## src/rtl/sad_best_match_tracker.sv

```systemverilog
// Final SAD stage: reduces per-row partials to a block SAD, tracks the
// minimum across a search window and hands the winner out on valid/ready.
module sad_best_match_tracker #(
    parameter int unsigned LANES  = 16,
    parameter int unsigned LANE_W = 14,
    parameter int unsigned IDX_W  = 16,
    parameter int unsigned SUM_W  = 18
) (
    input  logic                      clk,
    input  logic                      rst_n,
    input  logic                      SAD2_valid,
    input  logic [IDX_W-1:0]          SAD2_Index,
    input  logic                      SAD2_TriggerBoss,
    input  logic [LANES*LANE_W-1:0]   SAD2_inputs,
    output logic                      best_valid,
    input  logic                      best_ready,
    output logic [SUM_W-1:0]          best_sad,
    output logic [IDX_W-1:0]          best_index,
    output logic [IDX_W-1:0]          cand_count,
    output logic                      overrun
);

    localparam int unsigned NQ     = LANES / 4;
    localparam int unsigned QUAD_W = LANE_W + 2;

    // S1: quad sums
    logic [NQ-1:0][QUAD_W-1:0] quad_d, quad_q;
    logic                      v1_q, trig1_q;
    logic [IDX_W-1:0]          idx1_q;

    // S2: full-block total
    logic [SUM_W-1:0]          total_d, total_q;
    logic                      v2_q, trig2_q;
    logic [IDX_W-1:0]          idx2_q;

    // S3: running search state and result registers
    logic [SUM_W-1:0]          run_min_d, run_min_q;
    logic [IDX_W-1:0]          run_idx_d, run_idx_q;
    logic [IDX_W-1:0]          run_cnt_d, run_cnt_q;
    logic [SUM_W-1:0]          best_sad_d, best_sad_q;
    logic [IDX_W-1:0]          best_idx_d, best_idx_q;
    logic [IDX_W-1:0]          cand_cnt_d, cand_cnt_q;
    logic                      best_valid_d, best_valid_q;
    logic                      overrun_d, overrun_q;

    logic                      take_new, done;
    logic [SUM_W-1:0]          new_min;
    logic [IDX_W-1:0]          new_idx, cnt_inc;

    always_comb begin
        quad_d = '0;
        for (int unsigned q = 0; q < NQ; q++) begin
            for (int unsigned l = 0; l < 4; l++) begin
                quad_d[q] = quad_d[q]
                          + QUAD_W'(SAD2_inputs[(4*q+l)*LANE_W +: LANE_W]);
            end
        end
    end

    always_ff @(posedge clk) begin
        if (!rst_n) begin
            v1_q <= 1'b0;
        end else begin
            v1_q <= SAD2_valid;
            if (SAD2_valid) begin
                quad_q  <= quad_d;
                idx1_q  <= SAD2_Index;
                trig1_q <= SAD2_TriggerBoss;
            end
        end
    end

    always_comb begin
        total_d = '0;
        for (int unsigned q = 0; q < NQ; q++) begin
            total_d = total_d + SUM_W'(quad_q[q]);
        end
    end

    always_ff @(posedge clk) begin
        if (!rst_n) begin
            v2_q <= 1'b0;
        end else begin
            v2_q <= v1_q;
            if (v1_q) begin
                total_q <= total_d;
                idx2_q  <= idx1_q;
                trig2_q <= trig1_q;
            end
        end
    end

    // Strict less-than keeps the earliest index on ties.
    assign take_new = total_q < run_min_q;
    assign new_min  = take_new ? total_q : run_min_q;
    assign new_idx  = take_new ? idx2_q  : run_idx_q;
    assign cnt_inc  = run_cnt_q + 1'b1;
    assign done     = v2_q & trig2_q;

    always_comb begin
        run_min_d    = run_min_q;
        run_idx_d    = run_idx_q;
        run_cnt_d    = run_cnt_q;
        best_sad_d   = best_sad_q;
        best_idx_d   = best_idx_q;
        cand_cnt_d   = cand_cnt_q;
        best_valid_d = best_valid_q;
        overrun_d    = overrun_q;
        if (best_valid_q && best_ready) begin
            best_valid_d = 1'b0;
        end
        if (v2_q) begin
            if (done) begin
                best_sad_d   = new_min;
                best_idx_d   = new_idx;
                cand_cnt_d   = cnt_inc;
                best_valid_d = 1'b1;
                overrun_d    = overrun_q | (best_valid_q & ~best_ready);
                run_min_d    = '1;
                run_idx_d    = '0;
                run_cnt_d    = '0;
            end else begin
                run_min_d = new_min;
                run_idx_d = new_idx;
                run_cnt_d = cnt_inc;
            end
        end
    end

    always_ff @(posedge clk) begin
        if (!rst_n) begin
            run_min_q    <= '1;
            run_idx_q    <= '0;
            run_cnt_q    <= '0;
            best_sad_q   <= '0;
            best_idx_q   <= '0;
            cand_cnt_q   <= '0;
            best_valid_q <= 1'b0;
            overrun_q    <= 1'b0;
        end else begin
            run_min_q    <= run_min_d;
            run_idx_q    <= run_idx_d;
            run_cnt_q    <= run_cnt_d;
            best_sad_q   <= best_sad_d;
            best_idx_q   <= best_idx_d;
            cand_cnt_q   <= cand_cnt_d;
            best_valid_q <= best_valid_d;
            overrun_q    <= overrun_d;
        end
    end

    assign best_valid = best_valid_q;
    assign best_sad   = best_sad_q;
    assign best_index = best_idx_q;
    assign cand_count = cand_cnt_q;
    assign overrun    = overrun_q;

endmodule
```

## config.mk

```make
export PLATFORM = sky130hd
export DESIGN_NAME = sad_best_match_tracker
export DESIGN_NICKNAME = d
export VERILOG_FILES = /design/src/rtl/sad_best_match_tracker.sv
export SDC_FILE = /design/constraint.sdc
export NUM_CORES = 1
export LEC_CHECK = 0
export CAP_MARGIN = 20
export CORE_UTILIZATION = 35
export DETAILED_ROUTE_END_ITERATION = 10
export SLEW_MARGIN = 20
export SYNTH_ARGS = -nofsm -noshare
export SYNTH_HDL_FRONTEND = slang
export SYNTH_SLANG_ARGS = --single-unit
```

## constraint.sdc

```tcl
create_clock -name clk -period 10.65 [get_ports clk]
set_input_delay 2.13 -clock clk [delete_from_list [all_inputs] [get_ports clk]]
set_output_delay 2.13 -clock clk [all_outputs]
set_load 0.02 [all_outputs]
```

==> flow_metrics.py <==
metrics = {
    "critical_path": {
        "worstSetupPathType": "in -> reg",
        "ff2ff_path_depth": 13,
        "cp_top_family": "adder cells",
        "r2r-end": "total_q[17]",
        "start_kind": "input port",
        "crit_end": "quad_q[11]",
        "worstSetupStartpoint": "SAD2_inputs[1]",
        "path_cells": "clkdlybuf4s50_1 -> inv_1 -> fa_1 -> fa_1 -> inv_1 -> ha_1 -> inv_1 -> fa_1 -> nor2b_1 -> o21ai_0 -> a21oi_1 -> o21ai_0 -> a21oi_1 -> mux2_2 -> o2111ai_1",
        "cp.arrival_ns": 5.80,
        "critical_path.endpoint_type": "register",
        "worstPathMaxFanout": 3,
        "required_ns": 11.00,
        "reg2reg_setup_slack_ns": 6.76,
        "crit_path_top_delay_cell": "fa_1",
        "crit_buf_inv": 4,
        "cp.depth": 15,
        "r2r_start": "quad_q[1]",
        "cp_slowest_stage_delay_ns": 0.55,
    },
    "power_and_ir_drop": {
        "power_leakage_uw": 0.00931,
        "clkPwrFrac_pct": 21.9,
        "p_sw_share_pct": 36.2,
        "ir_drop_v": 0.000135,
        "seqPwrFrac_pct": 28.8,
        "p_int_uw": 2640,
        "p_switching_uw": 1490,
        "combPwrFrac_pct": 49.3,
        "power_density_mw_per_mm2": 206,
    },
    "run": {
        "max_cap_viol_count": 0,
    },
    "drt": {
        "vias": 11300,
        "viasPerCell": 4.47,
        "ant_nets": 0,
        "wire_per_inst_um": 13.3,
        "drt_wl_total_um": 33600,
        "drt_iter0_markers": 544,
        "drtPass1Iterations": 7,
        "drc": 0,
    },
    "logic_synthesis": {
        "ys_types": 63,
        "synth.most_common_cell": "inv_1",
        "syn-num-nets": 2117,
        "ys_top_cells_by_count": "438 x inv_1, 144 x fa_1, 116 x edfxtp_1",
        "synth.cell_area_mm2": 0.0156,
        "synth-main-ff-cell": "edfxtp_1",
        "yosysSeqAreaShare_pct": 35.6,
        "async_reset_ff_share_pct": 0,
        "syn_area_per_cell_um2": 9.56,
        "yosys.area.top_type_share_pct": 22.3,
        "synth_edf_count": 116,
        "synthTopCellsByArea": "edfxtp_1 22%, fa_1 18%, dfxtp_1 13%, inv_1 11%, ha_1 7.6%",
        "ys_ff_latch": 220,
        "yosysTopAreaCell": "edfxtp_1",
        "syn_inst": 1633,
        "yosysWarningCount": 0,
    },
    "place": {
        "numPlacedInstances": 2487,
        "gp_congestion": 0.825,
        "port_buffers": 296,
        "place_area_mm2": 0.0192,
        "hpwl_um": 27300,
    },
    "timing": {
        "period_share_pct": 51.1,
        "rsz0062_at_grt": "false",
        "clock_skew_ns": 0.0155,
        "relSlewSlack_pct": 40.6,
        "fin_tns_setup_ns": 0,
        "fin_crit_ns": 5.44,
        "drv_slew": 0,
        "worst_slew_pin_slew_ns": 0.891,
        "hold_violations": 0,
        "finalSetupViolations": 0,
        "fmax_ghz": 0.184,
    },
    "floorplanning": {
        "row_count": 77,
        "dieHeight_um": 213,
        "start_util_pct": 35.4,
        "io_pins": 297,
        "die-width_um": 213,
        "coreArea_mm2": 0.0441,
        "dieArea_mm2": 0.0455,
    },
    "clocking": {
        "clk_latency_ns": 0.52,
        "cts_setup_buffers": 0,
        "root_buffer": "clkbuf_16",
        "htree_levels": 1,
        "cts_buffers": 26,
        "clk_path_buf_depth": 3,
        "ctsResizeCount": 0,
        "clkTransAtPathRegs_ns": 0.06,
        "holdBufCountCts": 0,
        "cts_tree": "built",
        "cts.sink_count": 220,
    },
    "cells_and_area": {
        "finalInstanceArea_mm2": 0.0201,
        "drive_above_1_share_pct": 3.40,
        "areaGrowthSynthToFinish_pct": 28.7,
        "n_antenna_cell": 0,
        "finalNonFillerCells": 2536,
        "fin_nets": 2408,
    },
    "global_routing": {
        "grt-ovfl-total": 0,
        "grt_max_degree": 68,
        "antenna_found_initial": 0,
        "grt_pass1_vias": 11300,
        "grt_pass1_wl_um": 53400,
        "track_usage_pct": 14.5,
    },
    "min_path": {
        "holdCritPathClass": "reg -> reg",
    },
    "run_status": {
        "status": "complete, no violations",
    },
}
## registers in the layout, summed over array words and instances, names as in the netlist, 18 cells and up
register / cells
total_q: 18
run_min_q: 18
quad_q: 64
best_sad: 18
## layout by cell type (no fill, tap or decap), drive strengths merged, types with 17 or more instances in the layout
cell / synthesis / layout
ha: 95 / 95
a21o: 24 / 24
xnor2: 47 / 47
nor3: 21 / 21
edfxtp: 116 / 116
inv: 438 / 439
nor2: 74 / 74
clkdlybuf4s50: 0 / 296
a21oi: 94 / 94
dfxtp: 104 / 104
mux2i: 18 / 18
nand2: 76 / 76
clkbuf: 26 / 38
o21a: 17 / 17
nand3: 24 / 24
fa: 144 / 144
o21ai: 127 / 127
a21boi: 20 / 20
## worst reg2reg max path, cell delays in order (launching register included)
cell and delay, ns:
edfxtp_1 0.32, inv_1 0.05, fa_1 0.54, inv_1 0.05, fa_1 0.44, ha_1 0.25, fa_1 0.49, a211oi_1 0.24
o21bai_1 0.13, o22a_1 0.23, a41oi_2 0.29, a21oi_1 0.11, or2_1 0.24, a31o_2 0.26
## logic make-up (layout without fill, tap and decap cells)
group / Yosys count / in the layout / share of synthesized area (%)
compound gates: 343 / 343 / 13.2
fa+ha+maj: 239 / 239 / 26.1
simple gates: 271 / 271 / 8.45
flops: 220 / 220 / 35.6
mux: 19 / 19 / 1.23
xor+xnor: 62 / 62 / 3.48
buf+inv: 479 / 790 / 11.9
## cell type report
class / instances / area (um2)
clock buffers: 38 / 790
clock inverters: 10 / 104
fillers: 4321 / 24000
inverters: 438 / 1640
multi-input cells: 934 / 8200
flip-flops and latches: 220 / 5570
well taps: 592 / 741
repair buffers: 304 / 3040
## per-stage QoR
stage               util, %  power, uW  setup WS, ns  hold WS, ns
global route           45.5       4490          4.97        0.426
detailed placement     43.4       3260          4.66        0.405
floorplan                 -       2740          5.45        0.400
CTS                    45.5       4180          5.18        0.417
global placement       43.4       3220          4.70        0.402
finish                 45.5       4130          5.21        0.415
## power by group through the flow
stage               Clock [uW]  Combinational (uW)  Sequential, uW
global route               964                2320            1200
floorplan                    0                1560            1180
finish                     903                2040            1190
CTS                        930                2060            1190
global placement             0                2010            1210
detailed placement           0                2050            1210
## worst min-delay path by stage
stage	startpoint	end	slack (ns)	cells past startpoint
3_5_place_dp	idx1_q[10]	idx2_q[10]	0.40	0
2_1_floorplan	idx1_q[0]	idx2_q[0]	0.40	0
6_report	idx1_q[2]	idx2_q[2]	0.41	0
3_3_place_gp	idx1_q[15]	idx2_q[15]	0.40	0
4_1_cts	idx1_q[2]	idx2_q[2]	0.42	0
5_1_grt	idx1_q[10]	idx2_q[10]	0.43	0
## routing by layer
layer	part of all wire, %	track usage [%]
met1	43	17.9
met2	50	26.9
met3	5.0	2.09
met4	1.3	2.71
met5	0	0
(Power assumes the default switching activity.)
